===== config.mk =====
export PLATFORM = sky130hd
export DESIGN_NAME = ball_sequencer
export DESIGN_NICKNAME = d
export VERILOG_FILES = /design/src/rtl/tumble_pkg.sv /design/src/rtl/tumble_watchdog.sv /design/src/rtl/ball_sequencer.sv
export SDC_FILE = /design/constraint.sdc
export NUM_CORES = 1
export LEC_CHECK = 0
export CELL_PAD_IN_SITES_DETAIL_PLACEMENT = 1
export CELL_PAD_IN_SITES_GLOBAL_PLACEMENT = 1
export CORE_MARGIN = 2
export CORE_UTILIZATION = 37
export CTS_CLUSTER_SIZE = 8
export DETAILED_ROUTE_END_ITERATION = 8
export MAX_ROUTING_LAYER = met4
export PLACE_DENSITY_LB_ADDON = 0.08
export RECOVER_POWER = 25
export SLEW_MARGIN = 20
export SYNTH_ARGS = -nofsm -noshare
export SYNTH_HDL_FRONTEND = slang
export SYNTH_SLANG_ARGS = --single-unit

===== constraint.sdc =====
create_clock -name clk -period 3.22 [get_ports clk]
set_clock_uncertainty 0.2 [all_clocks]
set_input_delay 0.483 -clock clk [delete_from_list [all_inputs] [get_ports clk]]
set_output_delay 0.483 -clock clk [all_outputs]
set_load 0.1 [all_outputs]

===== src/rtl/tumble_pkg.sv =====
// tumble_pkg: shared colour constants, FSM state and halt-reason encodings
//   BLUE/RED match the board's trigger colour encoding.
package tumble_pkg;
    localparam logic BLUE = 1'b0;
    localparam logic RED  = 1'b1;
    typedef enum logic [1:0] {IDLE, TRIG, FLIGHT, HALT} state_t;
    typedef enum logic [1:0] {NONE, INTERCEPT, EMPTY, FAULT} reason_t;
endpackage


===== src/rtl/tumble_watchdog.sv =====
// tumble_watchdog: FLIGHT stall detector (down-counter)
//   clk, rst : clock, synchronous active-high reset
//   load     : reload the count to TIMEOUT-1 (held while not in FLIGHT)
//   run      : count down one per cycle
//   expired  : high in the TIMEOUT-th running cycle
module tumble_watchdog #(
    parameter int W       = 16,
    parameter int TIMEOUT = 1000
) (
    input  logic clk,
    input  logic rst,
    input  logic load,
    input  logic run,
    output logic expired
);
    logic [W-1:0] cnt;
    always_ff @(posedge clk) begin
        if (rst || load) cnt <= W'(TIMEOUT - 1);
        else if (run && cnt != '0) cnt <= cnt - 1'b1;
    end
    assign expired = run && cnt == '0;
endmodule


===== src/rtl/ball_sequencer.sv =====
// ball_sequencer: turns start/exit events into registered blue/red trigger pulses
//   Inputs : clk, rst, start, start_color, exit_left, exit_right, intercept,
//            no_balls, clear
//   Outputs: blue_trigger, red_trigger (flopped pulses), busy, halted,
//            halt_reason, launched (saturating launch count)
//   Macro BALL_SEQUENCER_WATCHDOG_EN builds the FLIGHT stall watchdog.
module ball_sequencer
    import tumble_pkg::*;
#(
    parameter int PULSE_LEN = 2,
    parameter int TIMEOUT   = 1000,
    parameter int COUNT_W   = 6
) (
    input  logic               clk,
    input  logic               rst,
    input  logic               start,
    input  logic               start_color,
    input  logic               exit_left,
    input  logic               exit_right,
    input  logic               intercept,
    input  logic               no_balls,
    input  logic               clear,
    output logic               blue_trigger,
    output logic               red_trigger,
    output logic               busy,
    output logic               halted,
    output logic [1:0]         halt_reason,
    output logic [COUNT_W-1:0] launched
);
    state_t     state, nxt;
    reason_t    reason, nxt_reason;
    logic       color, nxt_color;
    logic [3:0] cnt;
    logic       first;
    logic       wd_expired;

`ifdef BALL_SEQUENCER_WATCHDOG_EN
    tumble_watchdog #(.W(16), .TIMEOUT(TIMEOUT)) u_wd (
        .clk     (clk),
        .rst     (rst),
        .load    (state != FLIGHT),
        .run     (state == FLIGHT),
        .expired (wd_expired)
    );
`else
    // TIMEOUT is always >= 2, so expiry is tied low without a watchdog
    assign wd_expired = (TIMEOUT == 0);
`endif

    always_comb begin
        nxt        = state;
        nxt_color  = color;
        nxt_reason = reason;
        case (state)
            IDLE: if (start) begin
                nxt       = TRIG;
                nxt_color = start_color;
            end
            TRIG: if (cnt == 4'(PULSE_LEN - 1)) nxt = FLIGHT;
            FLIGHT: begin
                if (first && no_balls) begin
                    nxt        = HALT;
                    nxt_reason = EMPTY;
                end else if (intercept) begin
                    nxt        = HALT;
                    nxt_reason = INTERCEPT;
                end else if (exit_left && exit_right) begin
                    nxt        = HALT;
                    nxt_reason = FAULT;
                end else if (exit_left) begin
                    nxt       = TRIG;
                    nxt_color = BLUE;
                end else if (exit_right) begin
                    nxt       = TRIG;
                    nxt_color = RED;
                end else if (wd_expired) begin
                    nxt        = HALT;
                    nxt_reason = FAULT;
                end
            end
            HALT: if (clear) begin
                nxt        = IDLE;
                nxt_reason = NONE;
            end
            default: nxt = IDLE;
        endcase
    end

    // Triggers are decoded from the next state so they rise on the same edge TRIG is entered
    always_ff @(posedge clk) begin
        if (rst) begin
            state        <= IDLE;
            reason       <= NONE;
            color        <= BLUE;
            cnt          <= '0;
            first        <= 1'b0;
            blue_trigger <= 1'b0;
            red_trigger  <= 1'b0;
            launched     <= '0;
        end else begin
            state        <= nxt;
            reason       <= nxt_reason;
            color        <= nxt_color;
            cnt          <= (state == TRIG && nxt == TRIG) ? cnt + 4'd1 : 4'd0;
            first        <= state == TRIG && nxt == FLIGHT;
            blue_trigger <= nxt == TRIG && nxt_color == BLUE;
            red_trigger  <= nxt == TRIG && nxt_color == RED;
            if (nxt == TRIG && state != TRIG && launched != '1) launched <= launched + 1'b1;
        end
    end

    assign busy        = state == TRIG || state == FLIGHT;
    assign halted      = state == HALT;
    assign halt_reason = reason;
endmodule

Word level (Yosys, flattened, before mapping)
Index checks and enable logic that the tools add are counted.
{"block": "word_totals", "regBits": 18, "latchBits": 0, "mem_bits_rw": 0, "mem_bits_ro": 0, "output_inout_bits": 12, "elab_cells": 56, "memories": 0}
{"block": "classes", "addsub": 2, "n_mul": 0, "div": 0, "order_cmp": 0, "eq_ne": 10, "n_shift": 0, "n_mux": 21, "bitwise": 2, "reduce_logical": 13}
{"operator": "$mux W2", "n": 12}
{"operator": "$logic_and A1 B1 Y1", "n": 8}
{"operator": "$pmux W2 S4", "n": 1}
{"operator": "$add A6 B1 Y6 const B", "n": 1}
{"operator": "$eq A2 B2 Y1 const B", "n": 3}
{"operator": "$mux W1", "n": 6}
{"operator": "$ne A6 B6 Y1 const B", "n": 1}
{"operator": "$add A4 B1 Y4 const B", "n": 1}
{"operator": "$eq A2 B1 Y1 const B", "n": 2}
{"operator": "$eq A4 B1 Y1 const B", "n": 1}
{"operator": "$ne A4 B4 Y1 const B", "n": 1}
{"operator": "$pmux W2 S2", "n": 1}
{"operator": "$reduce_and A3 Y1", "n": 1}
{"operator": "$logic_not A2 Y1", "n": 1}
{"operator": "$ne A2 B1 Y1 const B", "n": 1}
{"operator": "$ne A2 B2 Y1 const B", "n": 1}
{"operator": "$not A1 Y1", "n": 2}
{"operator": "$pmux W1 S2", "n": 1}
{"operator": "$reduce_bool A2 Y1", "n": 1}
{"operator": "$reduce_or A2 Y1", "n": 1}
{"operator": "$logic_or A1 B1 Y1", "n": 1}

Longest topological paths before layout
{"block": "depth", "depth_word": 10, "depth_mapped": 7, "ltp_nobuf": 7}

Worst setup path after synthesis
Ideal clock, no wire load.
{"block": "synth_path", "path_type": "register to register", "startpoint": "register state[0]", "endpoint": "register launched[2]", "setup_time_ns": 0.121, "arrival_time_ns": 2.692, "required_time_ns": 2.899, "path_slack_ns": 0.207, "path_stages_with_launch": 7, "path_buffers": 0, "synth_period_minus_slack_ns": 3.013, "path_cell_list": "dfxtp_1 -> ha_1 -> and2b_2 -> a221oi_2 -> o31a_2 -> nor4b_1 -> mux2_2"}
{"item": "from (decl)", "line_no": "ball_sequencer.sv:30", "text": "state_t state, nxt;"}
{"item": "from (signal assigned)", "line_no": "ball_sequencer.sv:101", "text": "state <= nxt;"}
{"item": "$eq A2 B2 Y1"}
{"item": "named net halted", "line_no": "ball_sequencer.sv:26", "text": "output logic halted,"}
{"item": "$pmux W2 S4", "line_no": "ball_sequencer.sv:54", "text": "case (state)"}
{"item": "$eq A2 B1 Y1", "line_no": "ball_sequencer.sv:108", "text": "if (nxt == TRIG && state != TRIG && launched != '1) launched <= launched + 1'b1;"}
{"item": "$logic_and A1 B1 Y1 (2 in series)", "line_no": "ball_sequencer.sv:108"}
{"item": "to (signal assigned)", "line_no": "ball_sequencer.sv:108"}
{"item": "to (decl)", "line_no": "ball_sequencer.sv:28", "text": "output logic [COUNT_W-1:0] launched"}
The timed path passes the listed nets, and every way through them passes these cells.
A chain may end at the register's enable or synchronous reset.

Worst setup path in the final report
{"block": "layout_path", "startpoint": "register state[0]", "endpoint": "register launched[5]"}
{"block": "layout_via", "elab_chain_cells": 9}
{"item": "$mux W2", "line_no": "ball_sequencer.sv:73", "text": "end else if (exit_right) begin"}
{"item": "$mux W2", "line_no": "ball_sequencer.sv:70", "text": "end else if (exit_left) begin"}
{"item": "$mux W2", "line_no": "ball_sequencer.sv:67", "text": "end else if (exit_left && exit_right) begin"}
{"item": "$mux W2", "line_no": "ball_sequencer.sv:64", "text": "end else if (intercept) begin"}
{"item": "$mux W2", "line_no": "ball_sequencer.sv:61", "text": "if (first && no_balls) begin"}
{"item": "$pmux W2 S4", "line_no": "ball_sequencer.sv:54"}
{"item": "$eq A2 B1 Y1", "line_no": "ball_sequencer.sv:108"}
{"item": "$logic_and A1 B1 Y1 * (2 in series)", "line_no": "ball_sequencer.sv:108"}
Mark *: on every way between the ends. The rest lies on a longest branch, timed or not.

==> results.sh <==
export IMPL_reg2reg_depth=7
export IMPL_synthCells=106
export IMPL_reg2reg_slack_ps=520
export IMPL_cts_buffers=3
export IMPL_irDropWorstVdd_mv=0.494
export IMPL_num_antenna_cells=0
export IMPL_utilization_pct=48.0
export IMPL_start_util_pct=39.2
export IMPL_r2r_start="state[0]"
export IMPL_drc_errors=0
export IMPL_ys_warn_count=0
export IMPL_dr_pass1_iters=2
export IMPL_min_period_ps=2700
export IMPL_nNetsFinal=147
export IMPL_cts_buffer_depth=2
export IMPL_start_kind="register"
export IMPL_syn_nets=122
export IMPL_hold_viol=0
export IMPL_cellLeakagePower_nw=0.474
export IMPL_grt_max_degree=17
export IMPL_rows=18
export IMPL_hpwl_mm=1.72
export IMPL_worst_slew_pin_slew_ps=1170
export IMPL_arrival_ps=2690
export IMPL_rsz0062_at_grt="no"
export IMPL_syn_to_final_growth_pct=22.6
export IMPL_gr_total_overflow=0
export IMPL_holdPathEnd="cnt[0]"
export IMPL_dpl_cell_count=156
export IMPL_cts_tree="built"
export IMPL_worst_setup_path_type="reg2reg"
export IMPL_timing_rr_end="launched[5]"
export IMPL_via_count=839
export IMPL_cts_htree_levels=1
export IMPL_grt_pass1_wl_mm=3.87
export IMPL_dieWidth_um=55.5
export IMPL_portBuffers=20
export IMPL_cts_sinks=18
export IMPL_critPathRequiredTime_ps=3220
export IMPL_most_common_layout_cells="dfxtp_1 (18), nor2_1 (15), clkdlybuf4s50_1 (8), ha_1 (7), clkbuf_1 (7)"
export IMPL_tns_ps=0
export IMPL_cp_max_fo=8
export IMPL_setup_violations=0
export IMPL_holdPathStages=1
export IMPL_die_area_sq_um=3080
export IMPL_fp_dieH_um=55.5
export IMPL_cp_end_kind="register"
export IMPL_ios=21
export IMPL_wl_per_cell_um=13.7
export IMPL_root_buffer="clkbuf_4"
export IMPL_final_antenna_net_count=0
export IMPL_clock_fmax_mhz=371
export IMPL_synth_flop_cell="dfxtp_1"
export IMPL_max_cap_violations=0
export IMPL_hp_start="cnt[0]"
export IMPL_yosysUniqueCellTypes=36
export IMPL_ys_ff_latch=18
export IMPL_post_cts_resized=0
export IMPL_grt_pass1_vias=849
export IMPL_fin_ws_ps=523
export IMPL_wirelength_mm=2.19
export IMPL_hold_buffers=0
export IMPL_drt_initial_drc_count=15
export IMPL_finalCritPeriodShare_pct=83.7
export IMPL_core_sq_um=2500
export IMPL_pre_cts_ws_ps=460
export IMPL_ys_seq_area_share_pct=36.8
export IMPL_synth_edf_count=0
export IMPL_cts_setup_buffers=0
export IMPL_avgSynthCellArea_sq_um=9.24
export IMPL_whs_ps=279
export IMPL_max_slew_margin_rel_pct=22.4
export IMPL_outcome="finished clean"
export IMPL_clk_latency_ps=290
export IMPL_ys_async_sr_fraction_pct=0
export IMPL_post_route_cells_drive_above_1_share_pct=18.5
export IMPL_antenna_found_initial=0
export IMPL_syn_area_sq_um=980
export IMPL_fill_cells=307
export IMPL_hp_class="reg2reg"
export IMPL_gp_congestion=0.792
export IMPL_finalNonFillerCells=160
export IMPL_final_common_cell="dfxtp_1"
export IMPL_p_per_area_nw_per_um2=718
export IMPL_vias_per_cell=5.24
export IMPL_track_usage_pct=16.4
export IMPL_clk_pin_slew_worst_paths_ps=100
export IMPL_slew_viol_final=0
[metrics by stage]
step | instance area [sq um] | power [mW]
global route | 1200 | 0.920
finish | 1200 | 0.863
CTS | 1230 | 0.886
detailed placement | 1190 | 0.744
global placement | 1190 | 0.734
floorplan | 980 | 0.648
[report_power, final]
part | leakage, nW | internal, mW | total (mW) | switching, mW
Sequential | 0.146 | 0.253 | 0.280 | 0.0267
Clock | 0.0210 | 0.0689 | 0.139 | 0.0705
Combinational | 0.307 | 0.118 | 0.443 | 0.325
Total | 0.474 | 0.441 | 0.863 | 0.422
[synthesized netlist by cell type (2+ instances only)]
library cell	instances	area share [%]
a21oi_1	3	1.5
nor3_1	2	1.0
o22ai_1	2	1.3
nand3_1	4	2.0
nor4b_1	2	1.8
inv_1	5	1.9
nor2b_1	6	3.8
mux2i_1	4	4.1
mux2_2	5	5.7
nor4_1	3	1.9
nor2_1	15	5.7
dfxtp_1	18	37
nand2_1	4	1.5
ha_1	7	8.9
and2_1	4	2.6
a31oi_1	2	1.3
[final cells by class]
cell class              count  area (sq um)  share of cell area (%)
clock buffers               4          36.3                    3.02
inverters                   5          18.8                    1.56
multi-input cells          82           597                    49.7
flip-flops and latches     18           360                    30.0
well taps                  30          37.5                    3.13
repair buffers             21           151                    12.6
[worst max-delay path by stage]
stage | from | endpoint | slack (ps)
2_1_floorplan | state[0] | launched[2] | 210
6_report | state[0] | launched[5] | 520
3_3_place_gp | clear | launched[5] | 480
5_1_grt | state[0] | launched[5] | 320
4_1_cts | state[0] | launched[5] | 460
3_5_place_dp | clear | launched[5] | 460
[per-layer routing]
layer | track usage, % | part of all wire, %
met1 | 19.3 | 45
met2 | 27.2 | 50
met3 | 3.51 | 4.0
met4 | 6.27 | 1.7
met5 | - | 0
[cells by family (layout without fill, tap and decap cells)]
group                      count (synthesis)  count (layout)  share of synthesized area, %
and+or+nand+nor                           48              48                          27.5
muxes                                      9               9                          9.83
DFF                                       18              18                          36.8
xor gates and xnor gates                   2               2                          1.79
buffers and inverters                      6              30                          2.30
AOI/OAI and AO/OA                         16              16                          12.9
adders and majority gates                  7               7                          8.94
[critical path, cell delays in order (launching register included)]
cell and delay (ps):
dfxtp_1 460, inv_1 110, ha_1 310, nor3b_1 200, o31ai_2 270, a31oi_2 220
nor4b_1 450, mux2_2 380
[flip-flops by register name, summed over array words and instances (netlist names)]
name / cells
launched: 6
cnt: 4
state: 2
red_trigger: 1
blue_trigger: 1
halt_reason: 2
first: 1
color: 1
Note: power is estimated with default switching activity, not from simulation.
